--- src/rtl/decode_issue_stage_pkg.sv ---
// Shared definitions for the decode/issue stage: opcode values (common with the
// function unit), instruction field positions and the ID/EX slot layout.
package decode_issue_stage_pkg;

  localparam int DEF_LINK_REG = 31;

  localparam int OPC_HI = 31, OPC_LO = 25;
  localparam int DR_HI  = 24, DR_LO  = 20;
  localparam int SA_HI  = 19, SA_LO  = 15;
  localparam int SB_HI  = 14, SB_LO  = 10;

  // Low nibble is the function-select code the function unit consumes as fs.
  localparam logic [6:0] OP_NOP  = 7'h00;
  localparam logic [6:0] OP_MOVA = 7'h40;
  localparam logic [6:0] OP_ADD  = 7'h02;
  localparam logic [6:0] OP_SUB  = 7'h05;
  localparam logic [6:0] OP_AND  = 7'h08;
  localparam logic [6:0] OP_OR   = 7'h09;
  localparam logic [6:0] OP_XOR  = 7'h0A;
  localparam logic [6:0] OP_NOT  = 7'h0B;
  localparam logic [6:0] OP_MOVB = 7'h0C;
  localparam logic [6:0] OP_LSR  = 7'h0D;
  localparam logic [6:0] OP_LSL  = 7'h0E;
  localparam logic [6:0] OP_SLT  = 7'h65;
  localparam logic [6:0] OP_LD   = 7'h10;
  localparam logic [6:0] OP_ST   = 7'h20;
  localparam logic [6:0] OP_ADI  = 7'h42;
  localparam logic [6:0] OP_SBI  = 7'h45;
  localparam logic [6:0] OP_ANI  = 7'h48;
  localparam logic [6:0] OP_ORI  = 7'h49;
  localparam logic [6:0] OP_XRI  = 7'h4A;
  localparam logic [6:0] OP_AIU  = 7'h52;
  localparam logic [6:0] OP_SIU  = 7'h55;
  localparam logic [6:0] OP_BZ   = 7'h60;
  localparam logic [6:0] OP_BNZ  = 7'h61;
  localparam logic [6:0] OP_JMP  = 7'h44;
  localparam logic [6:0] OP_JML  = 7'h07;
  localparam logic [6:0] OP_JMR  = 7'h70;

  typedef enum logic [2:0] {BSEL_REG, BSEL_SIMM, BSEL_ZIMM, BSEL_BR, BSEL_JMP} bsel_e;

  typedef struct packed {
    logic [6:0]  opcode;
    logic [4:0]  sh;
    logic [31:0] a;
    logic [31:0] b;
    logic [4:0]  dr;
    logic        we;
    logic        mr;
    logic        mw;
    logic        br;
    logic [31:0] pc;
  } idex_t;

  function automatic logic [31:0] sext15(input logic [14:0] v);
    return {{17{v[14]}}, v};
  endfunction

  function automatic logic [31:0] sext25(input logic [24:0] v);
    return {{7{v[24]}}, v};
  endfunction

endpackage

--- src/rtl/decode_issue_stage_hazard_scoreboard.sv ---
// Pending-write scoreboard: one bit per register, set on issue, cleared on
// writeback or when an issued-but-unconsumed slot is flushed.
module decode_issue_stage_hazard_scoreboard #(
  parameter int NREG = 32
) (
  input  logic       clk,
  input  logic       rst,
  input  logic       set_en,
  input  logic [4:0] set_addr,
  input  logic       clr_en,
  input  logic [4:0] clr_addr,
  input  logic       fclr_en,
  input  logic [4:0] fclr_addr,
  input  logic       qa_en,
  input  logic [4:0] qa_addr,
  input  logic       qb_en,
  input  logic [4:0] qb_addr,
  output logic       hazard
);
  logic [NREG-1:0] pend, pend_nxt;

  // Set is applied last so a same-cycle set/clear of one bit leaves it set.
  always_comb begin
    pend_nxt = pend;
    if (clr_en)  pend_nxt[clr_addr]  = 1'b0;
    if (fclr_en) pend_nxt[fclr_addr] = 1'b0;
    if (set_en)  pend_nxt[set_addr]  = 1'b1;
    pend_nxt[0] = 1'b0;
  end

  always_ff @(posedge clk) begin
    if (rst) pend <= '0;
    else     pend <= pend_nxt;
  end

  // Query the registered bits only: a writeback this cycle unblocks next cycle.
  assign hazard = (qa_en && qa_addr != 5'd0 && pend[qa_addr]) ||
                  (qb_en && qb_addr != 5'd0 && pend[qb_addr]);

endmodule

--- src/rtl/decode_issue_stage.sv ---
// Decode/issue stage: decodes fetched words into function-unit operands and
// control, holding one ID/EX slot guarded by a RAW scoreboard.
module decode_issue_stage
  import decode_issue_stage_pkg::*;
#(
  parameter int NREG     = 32,
  parameter int LINK_REG = DEF_LINK_REG
) (
  input  logic        clk,
  input  logic        rst,
  input  logic        in_valid,
  output logic        in_ready,
  input  logic [31:0] in_instr,
  input  logic [31:0] in_pc,
  output logic [4:0]  rf_a_addr,
  output logic [4:0]  rf_b_addr,
  input  logic [31:0] rf_a_data,
  input  logic [31:0] rf_b_data,
  input  logic        wb_valid,
  input  logic [4:0]  wb_addr,
  input  logic        flush,
  output logic        ex_valid,
  input  logic        ex_ready,
  output logic [6:0]  ex_opcode,
  output logic [3:0]  ex_fs,
  output logic [4:0]  ex_sh,
  output logic [31:0] ex_a,
  output logic [31:0] ex_b,
  output logic [4:0]  ex_dr,
  output logic        ex_we,
  output logic        ex_mr,
  output logic        ex_mw,
  output logic        ex_br,
  output logic [31:0] ex_pc
);
  logic [6:0]  op;
  logic [4:0]  sa, sb, dest;
  logic        we, mr, mw, br, use_a, use_b;
  logic        hazard, accept, drop;
  bsel_e       bsel;
  logic [31:0] opb;
  idex_t       slot, dec;

  assign op        = in_instr[OPC_HI:OPC_LO];
  assign sa        = in_instr[SA_HI:SA_LO];
  assign sb        = in_instr[SB_HI:SB_LO];
  assign rf_a_addr = sa;
  assign rf_b_addr = sb;

  // Unknown opcodes fall to default and behave as NOP (no sources, no effects).
  always_comb begin
    we    = 1'b0;
    mr    = 1'b0;
    mw    = 1'b0;
    br    = 1'b0;
    use_a = 1'b1;
    use_b = 1'b0;
    bsel  = BSEL_REG;
    dest  = in_instr[DR_HI:DR_LO];
    case (op)
      OP_ADD, OP_SUB, OP_AND, OP_OR, OP_XOR, OP_SLT: begin we = 1'b1; use_b = 1'b1; end
      OP_MOVA, OP_NOT, OP_LSR, OP_LSL:                we = 1'b1;
      OP_MOVB: begin we = 1'b1; use_a = 1'b0; use_b = 1'b1; end
      OP_ADI, OP_SBI:                                 begin we = 1'b1; bsel = BSEL_SIMM; end
      OP_ANI, OP_ORI, OP_XRI, OP_AIU, OP_SIU:         begin we = 1'b1; bsel = BSEL_ZIMM; end
      OP_LD:   begin we = 1'b1; mr = 1'b1; end
      OP_ST:   begin mw = 1'b1; use_b = 1'b1; end
      OP_BZ, OP_BNZ: begin br = 1'b1; bsel = BSEL_BR; end
      OP_JMP:  begin br = 1'b1; use_a = 1'b0; bsel = BSEL_JMP; end
      OP_JML:  begin br = 1'b1; use_a = 1'b0; we = 1'b1; bsel = BSEL_JMP; dest = 5'(LINK_REG); end
      OP_JMR:  br = 1'b1;
      default: use_a = 1'b0;
    endcase
    if (dest == 5'd0) we = 1'b0;
  end

  always_comb begin
    case (bsel)
      BSEL_SIMM: opb = sext15(in_instr[14:0]);
      BSEL_ZIMM: opb = {17'd0, in_instr[14:0]};
      BSEL_BR:   opb = in_pc + sext15(in_instr[14:0]);
      BSEL_JMP:  opb = in_pc + sext25(in_instr[24:0]);
      default:   opb = rf_b_data;
    endcase
  end

  assign dec = '{opcode: op, sh: in_instr[4:0], a: (sa == 5'd0) ? 32'd0 : rf_a_data,
                 b: opb, dr: dest, we: we, mr: mr, mw: mw, br: br, pc: in_pc};

  assign in_ready = !rst && !hazard && !flush && (!ex_valid || ex_ready);
  assign accept   = in_valid && in_ready;
  // Flush only affects a slot EX has not taken this cycle.
  assign drop     = flush && ex_valid && !ex_ready;

  always_ff @(posedge clk) begin
    if (rst) begin
      ex_valid <= 1'b0;
      slot     <= '0;
    end else if (accept) begin
      ex_valid <= 1'b1;
      slot     <= dec;
    end else if (drop || ex_ready) begin
      ex_valid <= 1'b0;
    end
  end

  decode_issue_stage_hazard_scoreboard #(.NREG(NREG)) u_sb (
    .clk       (clk),
    .rst       (rst),
    .set_en    (accept && we),
    .set_addr  (dest),
    .clr_en    (wb_valid),
    .clr_addr  (wb_addr),
    .fclr_en   (drop && slot.we),
    .fclr_addr (slot.dr),
    .qa_en     (use_a),
    .qa_addr   (sa),
    .qb_en     (use_b),
    .qb_addr   (sb),
    .hazard    (hazard)
  );

  assign ex_opcode = slot.opcode;
  assign ex_fs     = slot.opcode[3:0];
  assign ex_sh     = slot.sh;
  assign ex_a      = slot.a;
  assign ex_b      = slot.b;
  assign ex_dr     = slot.dr;
  assign ex_we     = slot.we;
  assign ex_mr     = slot.mr;
  assign ex_mw     = slot.mw;
  assign ex_br     = slot.br;
  assign ex_pc     = slot.pc;

endmodule

--- config.mk ---
export PLATFORM = sky130hd
export DESIGN_NAME = decode_issue_stage
export DESIGN_NICKNAME = d
export VERILOG_FILES = /design/src/rtl/decode_issue_stage_pkg.sv /design/src/rtl/decode_issue_stage_hazard_scoreboard.sv /design/src/rtl/decode_issue_stage.sv
export SDC_FILE = /design/constraint.sdc
export NUM_CORES = 1
export LEC_CHECK = 0
export BUFFER_PORTS_ARGS = -buffer_cell sky130_fd_sc_hd__clkbuf_2
export CAP_MARGIN = 40
export CORE_ASPECT_RATIO = 0.6
export CORE_UTILIZATION = 45
export CTS_BUF_LIST = sky130_fd_sc_hd__clkbuf_8
export CTS_CLUSTER_DIAMETER = 60
export DETAILED_ROUTE_END_ITERATION = 10
export PLACE_DENSITY_LB_ADDON = 0.12
export SYNTH_ARGS = -nofsm -noshare
export SYNTH_HDL_FRONTEND = slang
export SYNTH_SLANG_ARGS = --single-unit
--- constraint.sdc ---
create_clock -name clk -period 3.3 [get_ports clk]
set_input_delay 0.165 -clock clk [delete_from_list [all_inputs] [get_ports clk]]
set_output_delay 0.165 -clock clk [all_outputs]
set_load 0.03 [all_outputs]
After elaboration in Yosys (flattened, before gate mapping)
Cells that the tools add are included.
{ "word_totals": {"ff_bits": 150, "input_bits": 139} }
{ "classes": {"addsub": 2, "order_cmp": 8, "eq_ne": 29, "mux": 26, "n_bitwise": 5, "n_reduce_logical": 36} }
{ "op_table": {"columns": ["operator", "count"], "rows": [
  ["2-to-1 mux 32 bit", 4],
  ["one-hot mux 32 bit (4 select lines)", 1],
  ["equality test 7 bit (second input constant)", 13],
  ["adder 32 bit", 2],
  ["bitwise AND 32 bit", 2],
  ["inverter 32 bit", 2],
  ["equality test 7 x 4 -> 1 bit (second input constant)", 7],
  ["bitwise OR 32 bit", 1],
  ["< comparator 5 x 6 -> 1 bit (second input constant)", 5],
  ["OR reduction 22 bit", 1],
  ["OR reduction 20 bit", 1],
  ["demux 1 bit (select 5 bit)", 3],
  [">= comparator 5 x 1 -> 1 bit (second input constant)", 3],
  ["logical AND 1 bit", 15],
  ["equality test 7 x 3 -> 1 bit (second input constant)", 2],
  ["2-to-1 mux 1 bit", 14],
  ["one-hot mux 3 bit (4 select lines)", 1],
  ["binary-select mux 1 bit (select 5 bit)", 2],
  ["logical NOT 5 bit", 2],
  ["nonzero test 5 bit", 2],
  ["OR reduction 5 bit", 2],
  ["OR reduction 8 bit", 1],
  ["equality test 7 x 2 -> 1 bit (second input constant)", 1],
  ["equality test 7 x 5 -> 1 bit (second input constant)", 1],
  ["9 further kinds", 18]
]} }

Logic depth before layout (Yosys ltp)
Gate-level depths: netlist of the first run.
{ "logic_depth": {"word_depth": 13, "ltp_mapped": 16} }

Cells and area by module
Synthesis of the first run repeated with hierarchy kept, for this count alone.
{ "unflattened": {"hier_cells": 1152, "hier_area_um2": 9064.9} }
{ "modules_own_cells": {"columns": ["module", "n_inst", "cells_per_inst", "area_per_inst_um2", "seq_area_each_um2"], "rows": [
  ["decode_issue_stage", 1, 923, 6969.2, 2362.3],
  ["decode_issue_stage_hazard_scoreboard", 1, 229, 2095.8, 620.6]
]} }

Worst setup path before layout of the first run
OpenSTA, ideal clock, no wires.
{ "synth_path": {"path_type": "in2reg", "start": "input in_instr[29]", "end": "register slot (netlist bit ex_b[30])", "setup_time_ps": 122, "arrival_time_ps": 3363, "required_time_ps": 3178, "path_slack_ps": -184, "path_stages": 15, "path_buffers": 2, "cell_sequence": "clkbuf_1 > nor4b_1 > o21ai_0 > clkbuf_1 > nand2_1 > o21ai_0 > ha_1 > a21o_1 > a21oi_1 > o21ai_0 > o32a_1 > a2111oi_0 > nor3_1 > o21ai_0 > a21oi_1"} }
{ "synth_between": {"elab_chain_len": 11, "elab_cells_between_ends": 49} }
{ "synth_rtl": {"columns": ["item", "line", "text"], "rows": [
  ["start: declaration", "decode_issue_stage.sv:13", "input logic [31:0] in_instr,"],
  ["equality test 7 bit (tied with other cells)", "decode_issue_stage.sv:60", "case (op)"],
  ["OR reduction 22 bit (no source line) or OR reduction 8 bit (tied branches)", null, null],
  ["2-to-1 mux 1 bit", "decode_issue_stage.sv:60", null],
  ["logical AND 1 bit (on tied branches) (2 in series)", "decode_issue_stage_hazard_scoreboard.sv:37, decode_issue_stage_hazard_scoreboard.sv:38", null],
  ["logical OR 1 bit", "decode_issue_stage_hazard_scoreboard.sv:37", "assign hazard = (qa_en && qa_addr != 5'd0 && pend[qa_addr]) ||"],
  ["logical NOT 1 bit", "decode_issue_stage.sv:90", "assign in_ready = !rst && !hazard && !flush && (!ex_valid || ex_ready);"],
  ["logical AND 1 bit (3 in series)", "decode_issue_stage.sv:90", null],
  ["logical AND 1 bit", "decode_issue_stage.sv:91", "assign accept = in_valid && in_ready;"],
  ["end signal: assignment", "decode_issue_stage.sv:98", "slot <= '0;"],
  ["end signal: assignment", "decode_issue_stage.sv:101", "slot <= dec;"],
  ["end: declaration", "decode_issue_stage.sv:42", "idex_t slot, dec;"]
]} }
Parallel ways exist; a longest one is shown, timed or not.
A chain may end at the register's enable or synchronous reset.

Worst setup path after layout of the first run
{ "layout_path": {"start": "register u_sb.pend[23]", "end": "register slot (netlist bit ex_b[29])"} }
{ "layout_between": {"elab_chain_len": 9, "elab_cells_between_ends": 12} }
{ "layout_rtl": {"columns": ["item", "line", "text"], "rows": [
  ["start: declaration", "decode_issue_stage_hazard_scoreboard.sv:20", "logic [NREG-1:0] pend, pend_nxt;"],
  ["start signal: assignment", "decode_issue_stage_hazard_scoreboard.sv:33", "else pend <= pend_nxt;"],
  ["binary-select mux 1 bit (select 5 bit) (on tied branches)", "decode_issue_stage_hazard_scoreboard.sv:37, decode_issue_stage_hazard_scoreboard.sv:38", null],
  ["2-to-1 mux 1 bit (on tied branches)", "decode_issue_stage_hazard_scoreboard.sv:37, decode_issue_stage_hazard_scoreboard.sv:38", null],
  ["logical AND 1 bit (on tied branches)", "decode_issue_stage_hazard_scoreboard.sv:37, decode_issue_stage_hazard_scoreboard.sv:38", null],
  ["logical OR 1 bit (*)", "decode_issue_stage_hazard_scoreboard.sv:37", null],
  ["logical NOT 1 bit (*)", "decode_issue_stage.sv:90", null],
  ["logical AND 1 bit (*) (3 in series)", "decode_issue_stage.sv:90", null],
  ["logical AND 1 bit (*)", "decode_issue_stage.sv:91", null]
]} }
Mark *: on every way between the ends. The rest lies on a longest branch, timed or not. The select of a mux whose other input is x is not followed.

==> results of run 1 <==
-- cells by family after synthesis --
logic type | count (synthesis) | synth area share
xor+xnor | 20 | 0.0193
flops | 149 | 0.329
fa+ha+maj | 32 | 0.0450
mux | 71 | 0.0959
buf+inv | 122 | 0.0598
simple gates | 381 | 0.208
compound gates | 333 | 0.243
-- critical path: cells and delay by family, from the launching register on --
family,cells,cell delay (ps)
simple gates,4,1310
flops,1,340
compound gates,2,440
buf+inv,1,180
mux,2,670
-- cell type report --
| cell class | count | area (sq um) | area share |
|---|---|---|---|
| clock inverter | 13 | 173 | 0.0140 |
| sequential | 149 | 2980 | 0.242 |
| inverter | 33 | 124 | 0.0101 |
| tap | 266 | 333 | 0.0270 |
| clock buffer | 18 | 248 | 0.0201 |
| multi-input combinational | 837 | 5560 | 0.451 |
| timing repair buffer | 447 | 2910 | 0.236 |
-- routing by layer --
| metal | up-vias | wire length [um] | share of wire |
|---|---|---|---|
| met2 | 548 | 13400 | 0.41 |
| li1 | 4856 | - | - |
| met3 | 52 | 3730 | 0.11 |
| met4 | 0 | 534 | 0.016 |
| met1 | 4712 | 15200 | 0.46 |
| met5 | - | 0 | 0 |
-- worst min-delay path by stage --
stage,startpoint,depth (start not counted),end,slack (ps)
floorplan,rf_a_data[0],2,ex_a[0],300
global placement,rf_a_data[24],3,ex_a[24],380
CTS,ex_ready,3,ex_valid,2
detailed placement,rf_a_data[20],3,ex_a[20],390
finish,in_pc[1],3,ex_pc[1],20
global route,ex_ready,3,ex_valid,10
-- synth_stat cells (10+ instances only) --
cell type,n,area [sq um]
ha_1,31,388
nand3_1,62,310
xnor2_1,15,131
nor2b_1,11,68.8
nand2_1,72,270
clkbuf_1,59,221
a221oi_1,15,131
a211oi_1,19,143
o2111ai_1,28,245
nand2b_1,14,87.6
inv_1,33,124
a21o_1,17,128
a31oi_1,11,68.8
buf_4,19,143
mux4_2,12,270
nor2_1,112,420
nand3b_1,10,75.1
or2_2,28,175
buf_2,10,50.1
a21oi_1,52,260
a311oi_1,14,123
o21ai_1,50,250
o21ai_0,66,330
nor3_1,17,85.1
dfxtp_1,149,2980
mux2i_1,53,531
a22oi_1,10,75.1
-- placed cells by master, fill, tap and decap left out, types with 18 or more instances in the layout --
| master | synthesis | routed |
|---|---|---|
| a211oi_1 | 19 | 19 |
| a21oi_1 | 52 | 52 |
| buf_4 | 19 | 97 |
| clkbuf_2 | 0 | 270 |
| clkbuf_8 | 0 | 18 |
| dfxtp_1 | 149 | 149 |
| dlygate4sd3_1 | 0 | 76 |
| ha_1 | 31 | 31 |
| inv_1 | 33 | 33 |
| mux2i_1 | 53 | 53 |
| nand2_1 | 72 | 72 |
| nand3_1 | 62 | 62 |
| nor2_1 | 112 | 112 |
| o2111ai_1 | 28 | 28 |
| o21ai_0 | 66 | 66 |
| o21ai_1 | 50 | 48 |
| or2_2 | 28 | 28 |
-- sequential cells by signal (all words and copies together), names as in the netlist --
signal and cells:
ex_a 32, ex_b 32, ex_br 1, ex_dr 5, ex_mr 1, ex_mw 1
ex_opcode 7, ex_pc 32, ex_sh 5, ex_valid 1, ex_we 1, u_sb.pend 31
-- what timing repair did --
item	in CTS	in global routing
resized for setup	0	2
setup endpoints to repair	0	2
hold buffers	76	0
endpoints found under the hold margin	75	0
-- power by group --
part           switching (mW)  internal, mW
logic                   0.904         0.596
clock network           0.780         0.778
registers              0.0712          1.90
total                    1.76          3.28
==> summary.md, run 1 <==
| Metric | Value |
|---|---|
| Status | complete, no violations |
| Layout Cells excl Fill | between 1500 and 2000 |
| Max incr delay on CP | approximately 650 ps |
| CTS tree | built |
| Worst Hold Class | input port to flip-flop |
| CTS root buffer | clkbuf_8 |
| Final Power | roughly 5 mW |
| Grt total ovfl | 0 |
| Final ANT Viol Nets | 0 |
| Height of the die | between 100 and 150 um |
| Vias in the first global route | about 9000 |
| Clk sinks | 149 |
| WL final | between 30000 and 40000 um |
| Worst Path Arrival | around 3400 ps |
| Initial DRT Pass Iterations | 5 |
| Seq/Total Area, Yosys | 0.329 |
| Reg2reg start | u_sb.pend[23] |
| Worst-margin pin slew | between 800 and 900 ps |
| Num rows | 39 |
| Relative slew slack | 0.416 |
| R2R Path End | ex_b[29] |
| Post-route setup TNS | 0 ps |
| Clock tree buffer depth | 2 |
| GRT met1 Usage | 0.459 |
| Final setup vio count | 0 |
| Die ar. | roughly 21000 sq um |
| Slowest CP cell | or4_1 |
| Met2 GRT Util | 0.435 |
| Via/cell ratio | between 5 and 6 |
| Startpoint Class | flip-flop |
| Crit. End Element | flip-flop |
| Critical Path Sink | ex_b[29] |
| HPWL after DPL | 24000 um |
| Met3 Usage GRT | 0.104 |
| Distinct cell type count after synthesis | 66 |
| Area grow syn2layout | 36.1% |
| Leakage | 5.37 nW |
| CTS H-tree lvls | 4 |
| Wire length per cell | 18.7 um |
| Fin worst setup slack | ~240 ps |
| Final Util | 0.636 |
| Final Max Slew Viols | 0 |
| Max cap viols | 0 |
| Dominant synthesized flop cell | dfxtp_1 |
| Synth warnings | 0 |
| Number of remaining DRC errors | 0 |
| Gr busiest metal | met1 |
| First-pass GRT wire length | about 50000 um |
| Syn nets | about 1300 |
| Fin nets | around 1700 |
| Number of synthesized flops with an enable pin | 0 |
| Ratio of cells with drive above 1 in the final layout | 0.310 |
| Design area | 12300 sq um |
| IO Port Bufs | approximately 270 |
| Critical path cell sequence | mux4_2 > mux2i_1 > nor3_1 > or4_1 > a221oi_4 > buf_12 > nand2b_1 > nor4_1 > a21oi_1 |
| WP data required | between 3000 and 4000 ps |
| Kind of critical path | flip-flop to flip-flop |
| Minimum clock period | roughly 3100 ps |
| Mapped Area | between 9000 and 10000 sq um |
| Worst-path fanout max | 12 |
| Register-to-register setup slack | ~240 ps |
| Fmax | 327 MHz |
| Post-CTS Setup Inserts | 0 |
| Ant diodes | 0 |
| Cts bufs inserted | 17 |
| First-iteration detailed-routing DRC count | between 1000 and 1500 |
| RSZ-0062 raised after global routing | false |
| Antenna violations before repair | 0 |
| Clock latency on the worst-skew pair | roughly 470 ps |
| Via count | a little over 10000 |
| Clock Skew | around 15 ps |
| Post-Syn Instances | 1108 |
| Syn Area/Cell | roughly 8.2 sq um |
| Core Footprint | just under 20000 sq um |
| WHS | 19.9 ps |
| Total track usage | 0.314 |
| Worst-path clk slew | 90 ps |
| Ys async rst share | 0 |
| Post-placement cell area | between 10000 and 15000 sq um |
| VDD IR max | ~0.28 mV |
| Largest net degree at the start of global routing | 76 |
| Placed cells | approximately 1700 |
| Final Hold Vio Count | 0 |
| Seq cells post-synth | roughly 150 |
| Pre-CTS setup slack | -77.5 ps |
| Initial Util | 0.467 |
| Placer Congestion | 0.940 |
| Fillers | 1752 |
| CP startpoint | u_sb.pend[23] |
| Final period util | 0.928 |
| Io pins | between 200 and 300 |
| Die X | about 190 um |
| Worst reg-to-reg path cell count | 9 |
| Pwr Density | between 400 and 500 nW/um^2 |
(Power assumes the default switching activity.)
==> run 2: changes to the inputs <==
Settings changed: GPL_TIMING_DRIVEN set to 0.
==> run 2 against run 1 <==
  * Largest cell class unchanged
  * Cell area decreased by 1.5%
  * Die area did not move
  * Critical endpoint is now ex_b[24]
  * Count of clock-buffer cells in the layout unchanged
  * Non-clock buffer count shrank 11
  * Register-to-register slack got worse by 150 ps
  * Final cell count is 0.57% lower
  * Largest power group unchanged
  * Routed wire length grew 7.9%
  * Global-route usage grew 2.3 points
  * Clock skew fell by 1.4 ps
  * Utilization is 0.95 points lower
  * Critical path type is now input port to flip-flop
==> summary.md, run 2 (synthesis gave the netlist of run 1 again) <==
| Metric | Value |
|---|---|
| Status | complete, no violations |
| CP Depth | 13 (+4) |
| Buf+Inv Stages, Crit Path | 3 (+2) |
| Number of remaining DRC errors | 0 (unchanged) |
| Final Hold Vio Count | 0 (unchanged) |
| Clock Skew | 14.0 ps (-1.40 ps) |
| Wire length per cell | 20.3 um (+8.5%) |
| WL final | 35500 um (+7.9%) |
| HPWL after DPL | 26400 um (+10%) |
| Slowest CP cell | dlygate4sd3_1 |
| CTS tree | built |
| Fmax | 310 MHz (-5.0%) |
| Placed cells | 1644 (-0.72%) |
| Relative slew slack | 0.364 (-0.0517) |
| Clock tree buffer depth | 2 (unchanged) |
| Fillers | 1771 (+1.1%) |
| Grt total ovfl | 0 (unchanged) |
| Via count | 10500 (+3.0%) |
| Pwr Density | 425 nW/um^2 (+4.0%) |
| Largest net degree at the start of global routing | 17 (-78%) |
| Num rows | 39 (unchanged) |
| Worst reg-to-reg path cell count | 9 (unchanged) |
| Layout Cells excl Fill | 1753 (-0.57%) |
| Cts bufs inserted | 17 (unchanged) |
| IO Port Bufs | 269 (-0.74%) |
| Kind of critical path | input port to flip-flop |
| Area grow syn2layout | 34.1% |
| Vias in the first global route | 9493 (+2.6%) |
| Clock latency on the worst-skew pair | 490 ps (+20 ps) |
| Final setup vio count | 0 (unchanged) |
| Final period util | 0.976 (+0.0486) |
| Startpoint Class | input port |
| Final Power | 5.16 mW (+2.5%) |
| Clk sinks | 149 (unchanged) |
| Most common cell after layout, fill and taps aside | clkbuf_2 |
| Critical path cell sequence | dlygate4sd3_1 > clkbuf_2 > ha_1 > fa_1 > a211oi_1 > o21bai_1 > a21oi_1 > o21ai_2 > a311oi_2 > buf_4 > nor4_1 > a221oi_1 > a21oi_1 |
| RSZ-0062 raised after global routing | true |
| CTS H-tree lvls | 4 (unchanged) |
| Max incr delay on CP | 540 ps (-110 ps) |
| GRT met1 Usage | 0.497 (+0.0375) |
| Design area | 12100 sq um (-1.5%) |
| Initial Util | 0.467 (unchanged) |
| First-iteration detailed-routing DRC count | 1169 (+12%) |
| Met3 Usage GRT | 0.0906 (-0.0131) |
| Placer Congestion | 0.969 (+3.1%) |
| Leakage | 5.17 nW (-3.7%) |
| Critical path's top delay family | compound AO/OA/AOI/OAI gates |
| Ratio of cells with drive above 1 in the final layout | 0.282 (-0.0275) |
| Die ar. | 20700 sq um (unchanged) |
| Core Footprint | 19400 sq um (unchanged) |
| Final Max Slew Viols | 0 (unchanged) |
| Worst-path fanout max | 7 (-5) |
| Final Util | 0.627 (-0.00950) |
| Antenna violations before repair | 0 (unchanged) |
| Via/cell ratio | 5.97 (+3.5%) |
| Final ANT Viol Nets | 0 (unchanged) |
| Met2 GRT Util | 0.473 (+0.0381) |
| Worst-margin pin slew | 952 ps (+76.7 ps) |
| Fin nets | 1645 (-0.66%) |
| Minimum clock period | 3220 ps (+160 ps) |
| Io pins | 272 (unchanged) |
| CTS root buffer | clkbuf_8 |
| VDD IR max | 0.270 mV (-2.8%) |
| Max cap viols | 0 (unchanged) |
| Cell mode on critical path | a21oi_1 |
| Initial DRT Pass Iterations | 5 (unchanged) |
| Die X | 185 um (unchanged) |
| Worst Path Arrival | 3590 ps (+170 ps) |
| WP data required | 3660 ps (about the same) |
| Total track usage | 0.337 (+0.0233) |
| Post-placement cell area | 10800 sq um (-3.4%) |
| Ant diodes | 0 (unchanged) |
| Hold depth | 3 (unchanged) |
| Height of the die | 112 um (unchanged) |
| Worst-path clk slew | 100 ps (about the same) |
| Commonest cells after routing, fill and taps aside | clkbuf_2, dfxtp_1, nor2_1, dlygate4sd3_1, nand2_1 |
| Worst Hold Class | input port to flip-flop |
| First-pass GRT wire length | 53500 um (+6.4%) |
| Gr busiest metal | met1 |
| Crit. End Element | flip-flop |
## run 2: final timing paths
check | startpoint | to | slack [ps]
max reg2reg | u_sb.pend[5] | ex_dr[3] | 90
min reg2reg | ex_a[30] | ex_a[30] | 450
max | in_instr[0] | ex_b[24] | 80
min | ex_ready | ex_valid | 20
## run 2: worst reg2reg max path, delay by kind of cell (launching register included)
kind / cells / cell delay [ps]
AO/OA/AOI/OAI: 3 / 1140
buffers and inverters: 2 / 710
multiplexers: 1 / 470
AND/OR/NAND/NOR: 3 / 410
flip-flops: 1 / 360
## run 2: repair_timing
action / CTS / global route
pin swaps: 2 / 5
endpoints found under the hold margin: 78 / 0
hold buffers: 79 / 0
buffers inserted: 4 / 3
gates resized for setup: 9 / 26
setup endpoints to repair: 21 / 49
## run 2: area by class of cell
type | instances | area (sq um) | area share
multi-input combinational | 837 | 5650 | 0.465
sequential | 149 | 2980 | 0.246
timing repair buffer | 356 | 2200 | 0.181
buffer | 80 | 397 | 0.0327
tap | 266 | 333 | 0.0274
clock buffer | 18 | 248 | 0.0204
clock inverter | 14 | 211 | 0.0174
inverter | 33 | 124 | 0.0102
## run 2: power breakdown
| part | internal (mW) | switching (mW) |
|---|---|---|
| Sequential | 1.90 | 0.0649 |
| Combinational | 0.543 | 0.952 |
| Clock | 0.871 | 0.824 |
| Total | 3.32 | 1.84 |
## run 2: per-layer routing
metal | share of wire | wire length, um
met2 | 0.41 | 14500
met3 | 0.11 | 3800
met4 | 0.020 | 695
met1 | 0.46 | 16500
met5 | 0 | 0
## run 2: per-stage QoR
step / hold slack [ps] / setup TNS, ps / setup slack (ps)
after floorplan: 295 / 0 / 2.83
after global placement: 381 / -42610 / -1120
after detailed placement: 386 / -60630 / -1160
after CTS: 3.02 / 0 / 20.7
after global routing: 22.7 / -52.8 / -31.4
final: 20.9 / 0 / 77.6
==> run 3: changes to the inputs <==
Settings changed: BUFFER_PORTS_ARGS -buffer_cell sky130_fd_sc_hd__clkbuf_2 to unset, CORE_ASPECT_RATIO 0.6 to 0.9, DONT_BUFFER_PORTS set to 1.
==> run 3 against run 2 <==
  * Cell area shrank 9.4%
  * Register-to-register slack gained 20 ps
  * Die area is essentially flat
  * Critical path type unchanged
  * Sequential cell count is the same
  * Sequential share of layout area grew 2.6 points
  * Critical path depth grew 1
  * Final cell count shrank 15%
==> summary.md, run 3 (synthesis gave the netlist of run 1 again) <==
| Metric | Value |
|---|---|
| Num rows | 48 (+23%) |
| WP data required | 3640 ps (-20 ps) |
| HPWL after DPL | 24700 um (-6.4%) |
| Combinational power share | 0.218 (-0.072) |
| Vias in the first global route | 8705 (-8.3%) |
| Io pins | 272 (unchanged) |
| Startpoint Class | input port |
| CP startpoint | in_instr[25] |
| WHS | 11.2 ps (-9.68 ps) |
| Total track usage | 0.318 (-0.0192) |
| Die ar. | 20700 sq um (about the same) |
| Die X | 152 um (-18%) |
| CTS H-tree lvls | 4 (unchanged) |
| Grt total ovfl | 0 (unchanged) |
| Antenna violations before repair | 1 (+1) |
| Minimum clock period | 3240 ps (+17.9 ps) |
| Fin worst setup slack | 59.7 ps (-17.9 ps) |
| Fmax | 309 MHz (-0.55%) |
| Core Footprint | 19500 sq um (+0.45%) |
| Placer Congestion | 0.934 (-3.6%) |
| Pint | 3.11 mW (-6.2%) |
| Reg2reg start | u_sb.pend[31] |
| Hold depth | 2 (-1) |
| Clock Skew | 18.9 ps (+4.91 ps) |
| Relative slew slack | 0.374 (+0.0104) |
| Kind of critical path | input port to flip-flop |
| CTS tree | built |
| Final Hold Vio Count | 0 (unchanged) |
| Number of remaining DRC errors | 0 (unchanged) |
| Fin nets | 1405 (-15%) |
| Sequential share of power | 0.457 (+0.075) |
| Worst reg-to-reg path cell count | 9 (unchanged) |
| Via/cell ratio | 6.27 (+5.0%) |
| Crit. End Element | flip-flop |
| Final setup vio count | 0 (unchanged) |
| IO Port Bufs | 0 (-100%) |
| Height of the die | 137 um (+22%) |
| Clock tree buffer depth | 2 (unchanged) |
| Max cap viols | 0 (unchanged) |
| CTS root buffer | clkbuf_8 |
| Initial DRT Pass Iterations | 7 (+2) |
| Worst Path Arrival | 3580 ps (about the same) |
| Worst Hold Class | input port to flip-flop |
| RSZ-0062 raised after global routing | true |
| Final period util | 0.982 (+0.00543) |
| Pre-CTS setup slack | -1070 ps (+91.1 ps) |
| Leakage | 4.11 nW (-20%) |
| Status | complete, no violations |
| Via count | 9391 (-10%) |
| Wire length per cell | 22.7 um (+12%) |
| Final ANT Viol Nets | 0 (unchanged) |
| Sw power | 1.70 mW (-7.6%) |
| First-pass GRT wire length | 49400 um (-7.6%) |
| Largest net degree at the start of global routing | 17 (unchanged) |
| Pwr Density | 438 nW/um^2 (+3.0%) |
| Min-delay src | rf_b_data[5] |
| Final Max Slew Viols | 0 (unchanged) |
| Switching share of power | 0.353 (-0.00354) |
| First-iteration detailed-routing DRC count | 839 (-28%) |
| Clk sinks | 149 (unchanged) |
| Worst-path clk slew | 90 ps (about the same) |
| Cts bufs inserted | 17 (unchanged) |
| WL final | 34000 um (-4.1%) |
| Initial Util | 0.465 (-0.00207) |
| Clock power frac | 0.325 (-0.004) |
| VDD IR max | 0.221 mV (-18%) |
| Clock latency on the worst-skew pair | 470 ps (-20 ps) |
| Worst-margin pin slew | 935 ps (-17.0 ps) |
| Most common cell after layout, fill and taps aside | dfxtp_1 |
| Ratio of cells with drive above 1 in the final layout | 0.117 (-0.165) |
| Commonest cells after routing, fill and taps aside | dfxtp_1, nor2_1, dlygate4sd3_1, nand2_1, o21ai_0 |
| Worst-path fanout max | 10 (+3) |
| Area grow syn2layout | 21.4% |
[run 3: stage by stage]
stage | TNS (ps) | instance area, sq um | power (mW) | util | std cells
2_1_floorplan | 0 | 9070 | 2.90 | - | 1108
3_5_place_dp | -41540 | 9390 | 3.14 | 0.483 | 1360
6_report | 0 | 11000 | 4.81 | 0.565 | 1498
3_3_place_gp | -36780 | 9380 | 3.13 | 0.482 | 1358
4_1_cts | 0 | 10900 | 4.80 | 0.562 | 1496
5_1_grt | -62.4 | 11000 | 5.00 | 0.565 | 1497
[run 3: final timing paths]
| path | endpoint | slack (ps) |
|---|---|---|
| worst max register to register | u_sb.pend[1] | 110 |
| worst min register to register | u_sb.pend[17] | 500 |
| worst min-delay path | ex_b[5] | 10 |
| worst max-delay path | ex_b[30] | 60 |
[run 3: repair_timing]
item                                    CTS  global route
endpoints found under the hold margin   114             0
endpoints found under the setup margin   86            24
gates resized for setup                  14            16
buffers inserted                          3             2
hold buffers                            103             0
pin swaps                                 3             3
[run 3: worst max-delay path, stage by stage]
cell and delay, ps:
clkbuf_1 210, and3b_1 280, o21ai_2 240, mux2i_1 450
inv_1 250, ha_1 320, clkbuf_1 320, a21oi_1 120
o21bai_1 300, a311o_1 340, a31oi_1 90, o21a_1 210
o21ai_0 190, a21oi_1 90
[run 3: per-layer routing]
layer  global-route usage  vias to the layer above  share of wire
li1                     -                     4344              -
met1                0.425                     4446           0.43
met2                0.474                      533           0.43
met3               0.0980                       68           0.11
met4                0.127                        0          0.031
met5                    0                        -              0
[run 3: power groups by stage]
stage / logic (mW) / registers, mW / clock network [mW]
finish: 1.05 / 2.20 / 1.56
CTS: 1.02 / 2.20 / 1.58
global route: 1.14 / 2.21 / 1.64
detailed placement: 0.893 / 2.24 / 0
global placement: 0.886 / 2.24 / 0
floorplan: 0.690 / 2.21 / 0
[run 3: area by class of cell]
type	count	area, sq um
plain buffers	85	412
clock inverters	13	173
clock buffers	18	248
flip-flops and latches	149	2980
inverters	33	124
fillers	1848	8460
multi-input cells	837	5650
repair buffers	111	1080
well taps	250	313
diodes	2	5.00
